## src/rtl/fpu_pkg.sv

```systemverilog
// Shared FPU types and constants: rounding modes, IEEE-754 single constants,
// operand classification and the divider FSM state encoding.
// No ports; imported by the divider and the round/pack stage.
package fpu_pkg;

    typedef enum logic [2:0] {
        RNE = 3'b000,
        RTZ = 3'b001,
        RDN = 3'b010,
        RUP = 3'b011,
        RMM = 3'b100
    } r_mode_t;

    localparam logic [31:0] QNAN     = 32'h7FC00000;
    localparam int          EXP_BIAS = 127;
    localparam logic [7:0]  EXP_MAX  = 8'hFF;

    typedef struct packed {
        logic is_zero;
        logic is_inf;
        logic is_nan;
    } fp_class_t;

    // Exponent 0 is treated as zero, so subnormals are flushed here.
    function automatic fp_class_t classify(input logic [31:0] fp);
        fp_class_t c;
        c.is_zero = (fp[30:23] == 8'h00);
        c.is_inf  = (fp[30:23] == EXP_MAX) && (fp[22:0] == 23'd0);
        c.is_nan  = (fp[30:23] == EXP_MAX) && (fp[22:0] != 23'd0);
        return c;
    endfunction

    typedef enum logic [2:0] {
        IDLE,
        SPECIAL,
        DIVIDE,
        ROUND,
        DONE
    } div_state_t;

endpackage

```

## src/rtl/fp_round_pack.sv

```systemverilog
// Normalise, round and pack a 27-bit quotient/product into IEEE-754 single.
// Latency: combinational, zero cycles.
// Backpressure: none; pure function of its inputs.
// Ports: sign, exp_in (10-bit two's complement biased exponent), q[26:0]
// (1 integer bit, 23 fraction, norm, guard, round), sticky, r_mode in;
// fp_Z, ovrf, udrf out.
module fp_round_pack
    import fpu_pkg::*;
(
    input  logic        sign,
    input  logic [9:0]  exp_in,
    input  logic [26:0] q,
    input  logic        sticky,
    input  logic [2:0]  r_mode,
    output logic [31:0] fp_Z,
    output logic        ovrf,
    output logic        udrf
);

    logic [25:0]        q_n;
    logic signed [9:0]  e_n;
    logic signed [9:0]  e_r;
    logic [22:0]        mant;
    logic [22:0]        mant_f;
    logic [23:0]        sum;
    logic               g;
    logic               s;
    logic               inc;
    logic               ovf_to_inf;

    always_comb begin
        // A quotient below 1.0 has its leading one at bit 25; bring it up.
        if (q[26]) begin
            q_n = q[25:0];
            e_n = $signed(exp_in);
        end else begin
            q_n = {q[24:0], 1'b0};
            e_n = $signed(exp_in) - 10'sd1;
        end

        mant = q_n[25:3];
        g    = q_n[2];
        s    = (|q_n[1:0]) | sticky;

        case (r_mode_t'(r_mode))
            RTZ:     inc = 1'b0;
            RDN:     inc = sign & (g | s);
            RUP:     inc = ~sign & (g | s);
            RMM:     inc = g;
            default: inc = g & (s | mant[0]);
        endcase

        sum = {1'b0, mant} + {23'd0, inc};

        // Carry out of the mantissa: 1.111..1 rounds to 10.0, bump exponent.
        if (sum[23]) begin
            e_r    = e_n + 10'sd1;
            mant_f = 23'd0;
        end else begin
            e_r    = e_n;
            mant_f = sum[22:0];
        end

        case (r_mode_t'(r_mode))
            RTZ:     ovf_to_inf = 1'b0;
            RDN:     ovf_to_inf = sign;
            RUP:     ovf_to_inf = ~sign;
            default: ovf_to_inf = 1'b1;
        endcase

        ovrf = 1'b0;
        udrf = 1'b0;
        fp_Z = {sign, e_r[7:0], mant_f};
        if (e_r >= 10'sd255) begin
            ovrf = 1'b1;
            fp_Z = ovf_to_inf ? {sign, EXP_MAX, 23'd0}
                              : {sign, 8'hFE, 23'h7FFFFF};
        end else if (e_r <= 10'sd0) begin
            udrf = 1'b1;
            fp_Z = {sign, 31'd0};
        end
    end

endmodule

```

## src/rtl/fp_div_iter.sv

```systemverilog
// Iterative IEEE-754 single divider, radix-2 restoring, one quotient bit/cycle.
// Latency: 29 cycles normal path, 2 cycles for special operands (accept cycle counted).
// Backpressure: in_ready only while idle; result held until out_ready, unbounded.
// Ports: clk, rst (sync, active-high); in_valid/in_ready with fp_X, fp_Y,
// r_mode; out_valid/out_ready with fp_Z and flags ovrf, udrf, dz, nv.
module fp_div_iter #(
    parameter int EXP_BIAS = 127,
    parameter int QBITS    = 27
) (
    input  logic        clk,
    input  logic        rst,
    input  logic        in_valid,
    output logic        in_ready,
    input  logic [31:0] fp_X,
    input  logic [31:0] fp_Y,
    input  logic [2:0]  r_mode,
    output logic        out_valid,
    input  logic        out_ready,
    output logic [31:0] fp_Z,
    output logic        ovrf,
    output logic        udrf,
    output logic        dz,
    output logic        nv
);
    import fpu_pkg::*;

    localparam logic [4:0] CNT_LAST = 5'(QBITS - 1);

    div_state_t   state;
    logic         sgn;
    logic [2:0]   rmode;
    logic [7:0]   ex;
    logic [7:0]   ey;
    logic [23:0]  my;
    fp_class_t    xc;
    fp_class_t    yc;
    logic [24:0]  rem;
    logic [26:0]  q;
    logic [4:0]   cnt;

    fp_class_t    in_xc;
    fp_class_t    in_yc;
    logic         in_special;
    logic [24:0]  rem_diff;
    logic [9:0]   e_pre;
    logic [31:0]  rp_z;
    logic         rp_ovrf;
    logic         rp_udrf;

    assign in_xc      = classify(fp_X);
    assign in_yc      = classify(fp_Y);
    assign in_special = (|in_xc) | (|in_yc);

    // Remainder always stays below 2*mY, so the 25-bit subtract never wraps
    // when taken and the shifted result still fits.
    assign rem_diff = rem - {1'b0, my};

    // Wrapping 10-bit arithmetic yields the two's complement biased exponent.
    assign e_pre = {2'b00, ex} - {2'b00, ey} + 10'(EXP_BIAS);

    fp_round_pack u_round_pack (
        .sign   (sgn),
        .exp_in (e_pre),
        .q      (q),
        .sticky (rem != 25'd0),
        .r_mode (rmode),
        .fp_Z   (rp_z),
        .ovrf   (rp_ovrf),
        .udrf   (rp_udrf)
    );

    always_ff @(posedge clk) begin
        if (rst) begin
            state     <= IDLE;
            in_ready  <= 1'b1;
            out_valid <= 1'b0;
            fp_Z      <= 32'd0;
            ovrf      <= 1'b0;
            udrf      <= 1'b0;
            dz        <= 1'b0;
            nv        <= 1'b0;
            sgn       <= 1'b0;
            rmode     <= 3'd0;
            ex        <= 8'd0;
            ey        <= 8'd0;
            my        <= 24'd0;
            xc        <= '0;
            yc        <= '0;
            rem       <= 25'd0;
            q         <= 27'd0;
            cnt       <= 5'd0;
        end else begin
            case (state)
                IDLE: begin
                    if (in_valid) begin
                        sgn      <= fp_X[31] ^ fp_Y[31];
                        rmode    <= r_mode;
                        ex       <= fp_X[30:23];
                        ey       <= fp_Y[30:23];
                        my       <= {1'b1, fp_Y[22:0]};
                        xc       <= in_xc;
                        yc       <= in_yc;
                        // The remainder starts out as the dividend mantissa.
                        rem      <= {2'b01, fp_X[22:0]};
                        q        <= 27'd0;
                        cnt      <= 5'd0;
                        ovrf     <= 1'b0;
                        udrf     <= 1'b0;
                        dz       <= 1'b0;
                        nv       <= 1'b0;
                        in_ready <= 1'b0;
                        state    <= in_special ? SPECIAL : DIVIDE;
                    end
                end

                SPECIAL: begin
                    if (xc.is_nan || yc.is_nan || (xc.is_zero && yc.is_zero) ||
                        (xc.is_inf && yc.is_inf)) begin
                        fp_Z <= QNAN;
                        nv   <= 1'b1;
                    end else if (yc.is_zero) begin
                        fp_Z <= {sgn, EXP_MAX, 23'd0};
                        dz   <= 1'b1;
                    end else if (xc.is_inf) begin
                        fp_Z <= {sgn, EXP_MAX, 23'd0};
                    end else begin
                        // Zero dividend or infinite divisor.
                        fp_Z <= {sgn, 31'd0};
                    end
                    out_valid <= 1'b1;
                    state     <= DONE;
                end

                DIVIDE: begin
                    if (rem >= {1'b0, my}) begin
                        rem <= {rem_diff[23:0], 1'b0};
                        q   <= {q[25:0], 1'b1};
                    end else begin
                        rem <= {rem[23:0], 1'b0};
                        q   <= {q[25:0], 1'b0};
                    end
                    cnt <= cnt + 5'd1;
                    if (cnt == CNT_LAST) begin
                        state <= ROUND;
                    end
                end

                ROUND: begin
                    fp_Z      <= rp_z;
                    ovrf      <= rp_ovrf;
                    udrf      <= rp_udrf;
                    out_valid <= 1'b1;
                    state     <= DONE;
                end

                DONE: begin
                    if (out_ready) begin
                        out_valid <= 1'b0;
                        in_ready  <= 1'b1;
                        state     <= IDLE;
                    end
                end

                default: begin
                    state     <= IDLE;
                    in_ready  <= 1'b1;
                    out_valid <= 1'b0;
                end
            endcase
        end
    end

endmodule

```

## config.mk

```make
export PLATFORM = sky130hd
export DESIGN_NAME = fp_div_iter
export DESIGN_NICKNAME = d
export VERILOG_FILES = /design/src/rtl/fpu_pkg.sv /design/src/rtl/fp_round_pack.sv /design/src/rtl/fp_div_iter.sv
export SDC_FILE = /design/constraint.sdc
export NUM_CORES = 1
export LEC_CHECK = 0
export ABC_AREA = 1
export BUFFER_PORTS_ARGS = -buffer_cell sky130_fd_sc_hd__buf_2
export CAP_MARGIN = 20
export CORE_MARGIN = 3
export CORE_UTILIZATION = 45
export CTS_CLUSTER_SIZE = 16
export DETAILED_ROUTE_END_ITERATION = 12
export PLACE_DENSITY = 0.65
export SYNTH_ARGS = -nofsm -noshare
export SYNTH_HDL_FRONTEND = slang
export SYNTH_SLANG_ARGS = --single-unit
```

## constraint.sdc

```tcl
create_clock -name clk -period 6.3 [get_ports clk]
set_clock_uncertainty 0.2 [all_clocks]
set_input_delay 1.26 -clock clk [delete_from_list [all_inputs] [get_ports clk]]
set_output_delay 1.26 -clock clk [all_outputs]
set_load 0.02 [all_outputs]
```

* Word-level counts from Yosys, hierarchy flattened
Cells that the tools add are included.
Word-level totals: register bits after elaboration 148, output and inout port bits 38, word-level logic and storage cells 136
Cells by class: order comparisons 3, reduce and logical (&&, ||, !) cells 35, bitwise gates (word level) 11, eq/ne operators 17, multiplexer cells 41, add/subtract/negate cells 7
Operators by type and width (number):
- $mux 31 | 4
- $pmux 32 s2 | 1
- $pmux 27 s2 | 1
- $mux 25 | 2
- $pmux 25 s2 | 1
- $logic_not 23->1 | 2
- $reduce_bool 23->1 | 2
- $mux 32 | 1
- $mux 27 | 1
- $mux 26 | 1
- $ge 25x24->1 | 1
- $reduce_bool 25->1 | 1
- $add 23x1->24 | 1
- $mux 24 | 1
- $sub 24x24->24 | 1
- $mux 23 | 1
- $mux 10 | 2
- $eq 8x8->1 const B | 2
- $logic_not 8->1 | 2
- $eq 3x2->1 const B | 4
- $ne 2x2->1 const B | 6
- $pmux 3 s4 | 1
- $add 10x2->10 const B | 1
- $add 9x8->10 const B | 1
- other kinds (29) | 73

* Logic depth before layout (Yosys ltp)
word-level depth 12, mapped depth 28, depth with buffers taken out 27

* Hierarchy
A second synthesis with hierarchy kept.
Second synthesis, totals: cells, all modules 1741, area total of the unflattened synthesis 10790.3 µm²
By module, submodules not included:
- fp_div_iter | sequential area each 2962.8 µm², area an instance 8291.7 µm², instances 1, cells an instance 1249
- fp_round_pack | sequential area each 0.0 µm², area an instance 2498.6 µm², instances 1, cells an instance 492

* Least setup slack after synthesis
OpenSTA, ideal clock, no wires.
kind register to register, start register ex[0], end register fp_Z[11], library setup time 132 ps, buffers on the path 1, stages on the path, launching flop included 24, arrival 3109 ps, slack 2858 ps, period minus slack after synthesis 3442 ps, cells stage by stage dfxtp_1 > inv_1 > ha_1 > fa_1 > ha_1 > nand2_1 > inv_1 > nor2_1 > inv_1 > ha_1 > nand3b_1 > nand2_1 > inv_1 > nor2_1 > nor2_1 > nor2_1 > nand3_1 > nor2_1 > nand2_1 > o21ai_4 > buf_6 > o21ai_1 > nand2_1 > a21oi_1
On the way: longest elaborated chain between the ends 10
Ends and longest elaborated chain:
- start: declaration | line fp_div_iter.sv:32 | logic [7:0] ex;
- start signal: assignment | line fp_div_iter.sv:98 | ex <= fp_X[30:23];
- $sub 8x8->9 (*) | line fp_div_iter.sv:59 | assign e_pre = {2'b00, ex} - {2'b00, ey} + 10'(EXP_BIAS);
- $add 9x8->10 (*) | line fp_div_iter.sv:59
- $sub 10x2->10 | line fp_round_pack.sv:38 | e_n = $signed(exp_in) - 10'sd1;
- $mux 10 (*) | line fp_round_pack.sv:33 | if (q[26]) begin
- $add 10x2->10 | line fp_round_pack.sv:57 | e_r = e_n + 10'sd1;
- $mux 10 (*) | line fp_round_pack.sv:56 | if (sum[23]) begin
- $le 10x1->1 | line fp_round_pack.sv:78 | end else if (e_r <= 10'sd0) begin
- $mux 31 | line fp_round_pack.sv:78
- $mux 31 (*) | line fp_round_pack.sv:74 | if (e_r >= 10'sd255) begin
- $pmux 32 s2 (*) | line fp_div_iter.sv:93 | case (state)
- end signal: assignment | line fp_div_iter.sv:122 | fp_Z <= {sgn, EXP_MAX, 23'd0};
- end signal: assignment | line fp_div_iter.sv:125 | fp_Z <= {sgn, EXP_MAX, 23'd0};
- end signal: assignment | line fp_div_iter.sv:128 | fp_Z <= {sgn, 31'd0};
- end: declaration | line fp_div_iter.sv:19 | output logic [31:0] fp_Z,
Every way passes the cells marked *; elsewhere a longest branch is shown, timed or not. A chain may end at the register's enable or synchronous reset.

* Worst setup path after layout
start register q[26], end register fp_Z[17]
On the way: longest elaborated chain between the ends 12
Ends and longest elaborated chain:
- start: declaration | line fp_div_iter.sv:38 | logic [26:0] q;
- start signal: assignment | line fp_div_iter.sv:137 | q <= {q[25:0], 1'b1};
- start signal: assignment | line fp_div_iter.sv:140 | q <= {q[25:0], 1'b0};
- $mux 26 | line fp_round_pack.sv:33
- $reduce_or 2->1 | line fp_round_pack.sv:43 | s = (|q_n[1:0]) | sticky;
- $or 1x1->1 | line fp_round_pack.sv:43
- $or 1x1->1 (on tied branches) | line fp_round_pack.sv:50, fp_round_pack.sv:47, fp_round_pack.sv:48
- $and 1x1->1 (on tied branches) | line fp_round_pack.sv:50, fp_round_pack.sv:47, fp_round_pack.sv:48
- $pmux 1 s4 | line fp_round_pack.sv:45 | case (r_mode_t'(r_mode))
- $add 23x1->24 | line fp_round_pack.sv:53 | sum = {1'b0, mant} + {23'd0, inc};
- $mux 10 | line fp_round_pack.sv:56
- $le 10x1->1 | line fp_round_pack.sv:78
- $mux 31 | line fp_round_pack.sv:78
- $mux 31 (*) | line fp_round_pack.sv:74
- $pmux 32 s2 (*) | line fp_div_iter.sv:93
Marks and branches as above.

==> summary.md <==
| Metric | Value |
|---|---|
| Measured slew at the worst slew-check pin | `between 0.9 and 1 ns` |
| Crit path time final | `4.32 ns` |
| Final count of negative-setup-slack endpoints | `0` |
| Unrepaired setup endpoints after global routing | `no` |
| Met2 track demand over resource in global routing | `a little under two fifths` |
| Total standard cell area after synthesis | `a little under 10000 um2` |
| Number of unique standard cell types used by synthesis | `54` |
| Most frequent cells in the layout | `372 x nand2_1, 177 x inv_1, 169 x a21oi_1, 148 x dfxtp_1, 110 x o21ai_0` |
| Clock Latency Late Sink | `~0.43 ns` |
| Relative max-transition margin | `between 30% and 40%` |
| Antenna Violating Nets Remaining | `0` |
| Leakage component of the power | `between 4 and 5 nW` |
| Multi-input gate area | `5770 um2` |
| Initial antenna violation count | `0` |
| Pin count of the biggest net entering global routing | `96` |
| Sequential cell area | `around 3000 um2` |
| Number of pins exceeding their max-slew limit in the final report | `0` |
| H-tree Lvls | `4` |
| R2r worst-path depth | `21` |
| Wire length of the first global-routing pass | `~44000 um` |
| Inserted Clock Buffers | `17` |
| Post-route DRC violation count | `0` |
| Flip-flop cell with the highest count after synthesis | `dfxtp_1` |
| Number of hold-slack violations in the final timing report | `0` |
| Pwr Total | `roughly 6.2 mW` |
| Average via count per standard cell | `5.26` |
| Clk sinks | `~150` |
| Number of flops mapped to enable cells by yosys | `0` |
| Vias | `between 9000 and 10000` |
| Number of standard-cell rows in the floorplan | `53` |
| Number of fillers in the final layout | `about 2200` |
| Areal power density over the cells | `~560 nW/um2` |
| Async set or reset register ratio after synthesis | `0%` |
| Overall overflow remaining after global route | `0` |
| Met1 usage in global routing | `a little under a third` |
| Setup_tns | `0 ns` |
| Net count of the mapped netlist | `between 1500 and 2000` |
| Met3 Usage GRT | `under 10%` |
| Most crowded layer after global routing | `met2` |
| Starting utilization of the core area | `a little under half` |
| Area Overhead vs Synth | `13.6%` |
| Width of the chip | `153 um` |
| Synthesized instance count | `around 1500` |
| TritonCTS clock tree | `yes` |
| Hold_buf cts | `0` |
| Aggregate global-route resource usage | `22.3%` |
| Final std cells w/o fill | `roughly 1800` |
| Quantity of I/O buffers inserted on ports | `about 110` |
| Largest fanout on the critical path | `26` |
| Routability-driven placement congestion ratio | `roughly 0.94` |
| Category of the critical setup timing path | `flip-flop to flip-flop` |
| Status | `complete, no violations` |
| DIE AREA | `roughly 23000 um2` |
| Number of setup buffers added after CTS | `0` |
| Worst supply voltage drop on vdd | `0.247 mV` |
| Standard cell core area | `between 20000 and 25000 um2` |
| Buffer type at the clock tree root | `clkbuf_16` |
| Via count of the first global-routing pass | `just over 9000` |
| Startpoint types | `flip-flop` |
| Iteration count of the initial detailed-routing pass | `5` |
| Max cap viols | `0` |
| Share of layout cells above drive strength 1 | `~14%` |
| Post_cts resized | `0` |
| Post-synthesis area per instance | `about 6.6 um2` |
| Count of warnings emitted by yosys | `0` |
| Hold/Removal Path Class | `flip-flop to flip-flop` |
| Drt first-iter violations | `between 500 and 600` |
| Most common cell after layout, fill and taps aside | `nand2_1` |
| Arrival time of the worst setup path | `between 4 and 5 ns` |
| Clock-pin slew on the worst setup and hold paths | `0.06 ns` |
| Routed Wire Length | `26000 um` |
| Highest Clock Rate | `about 230 MHz` |
| Chip height | `approximately 150 um` |
| Flip-flop and latch count after synthesis | `roughly 150` |
| Total placed cells including tap cells | `1808` |
| WP data required | `6.38 ns` |
| Hold Crit Depth | `2` |
| Average routed wire per standard cell | `about 14 um` |
| HPWL after detailed placement | `roughly 20000 um` |
| Max Root-Sink Buffers | `2` |
| IO Pins | `109` |
| NumNets Final | `about 1700` |
| Final cycle utilization of the critical path | `a little under 70%` |
| Type of element capturing the critical path | `flip-flop` |
| Share of the yosys chip area belonging to registers | `30.5%` |
-- final timing paths --
path	startpoint	end	slack, ns
max	q[26]	fp_Z[17]	1.98
min	nv	nv	0.25
max reg2reg	q[26]	fp_Z[17]	1.98
min reg2reg	nv	nv	0.25
-- state kept, by name, indices dropped and copies added (netlist names) --
signal	cells
ex	8
udrf	1
ovrf	1
rem	25
rmode	3
in_ready	1
sgn	1
out_valid	1
nv	1
cnt	5
my	24
q	27
ey	8
fp_Z	32
yc	3
state	3
xc	3
dz	1
-- worst max-delay path, stage by stage (launching register included) --
cell and delay [ns]:
dfxtp_1 0.67, buf_4 0.38, a21oi_1 0.13, a21oi_1 0.16
o31ai_1 0.07, a21oi_1 0.12, ha_1 0.20, nand3_2 0.11
nor2_4 0.13, nand3_2 0.15, nor2_4 0.17, nand4_1 0.12
nor2_2 0.16, nand3_2 0.12, nor2_2 0.11, nor2_1 0.07
nor2_1 0.10, nand2_1 0.11, o21ai_4 0.51, o21ai_0 0.18
nand2_1 0.13, a21oi_2 0.06
-- synthesized netlist by cell type, types with 2 or more instances --
cell | instances | share of area (%)
nand2_1 | 373 | 14
inv_1 | 178 | 6.9
a21oi_1 | 169 | 8.7
dfxtp_1 | 148 | 31
o21ai_0 | 110 | 5.7
nand3_1 | 84 | 4.3
nor2_1 | 71 | 2.7
clkbuf_1 | 44 | 1.7
ha_1 | 39 | 5.0
nor4_1 | 23 | 1.5
nand4_1 | 20 | 1.3
xor2_1 | 19 | 1.7
o211ai_1 | 18 | 1.4
o21ai_1 | 17 | 0.88
nand2_2 | 16 | 1.0
xnor2_1 | 16 | 1.4
nor2_2 | 10 | 0.64
nor3_1 | 10 | 0.52
nand3_2 | 8 | 0.83
a21oi_2 | 7 | 0.63
nor2_4 | 7 | 0.81
o21ai_2 | 7 | 0.63
buf_6 | 6 | 0.70
inv_2 | 6 | 0.23
o31ai_1 | 6 | 0.46
a221oi_1 | 5 | 0.45
clkinv_1 | 5 | 0.19
nand3b_1 | 5 | 0.39
o2111ai_1 | 5 | 0.45
buf_1 | 4 | 0.15
nand2_4 | 4 | 0.46
a21o_1 | 3 | 0.23
o21a_1 | 3 | 0.23
a21boi_0 | 2 | 0.15
a31o_2 | 2 | 0.18
buf_2 | 2 | 0.10
buf_4 | 2 | 0.15
fa_1 | 2 | 0.41
nor3b_1 | 2 | 0.15
or2_2 | 2 | 0.13
or4_1 | 2 | 0.15
-- power by group --
group	switching (mW)	internal [mW]
combinational	2.57	1.23
sequential	0.132	1.14
clock	0.428	0.662
-- cells by family after synthesis --
group,Yosys count,synth area share (%)
compound gates,360,20.7
xor+xnor,35,3.16
fa+ha+maj,41,5.44
buf+inv,247,10.1
flops,148,30.5
simple gates,644,30.1
-- layout make-up --
type	count	share of cell area (%)
Antenna cell	1	0.0227
Clock buffer	20	4.23
Clock inverter	12	1.53
Inverter	189	6.44
Multi-Input combinational cell	1080	52.3
Sequential cell	148	26.9
Tap cell	275	3.12
Timing Repair Buffer	116	5.45
-- through the flow --
stage	hold slack, ns	utilization [%]	setup slack [ns]	cell area (um2)
after global routing	0.283	52.3	1.60	11000
final	0.246	52.3	1.98	11000
after CTS	0.247	52.3	2.00	11000
after floorplan	0.233	-	2.86	9700
after detailed placement	0.237	49.3	2.03	10400
after global placement	0.237	49.3	2.21	10400
-- per-layer routing --
metal / share of wire [%] / wire length (um)
met3: 3.7 / 975
met2: 46 / 11900
met4: 1.2 / 300
met1: 49 / 12900
met5: 0 / 0
(Power assumes the default switching activity.)
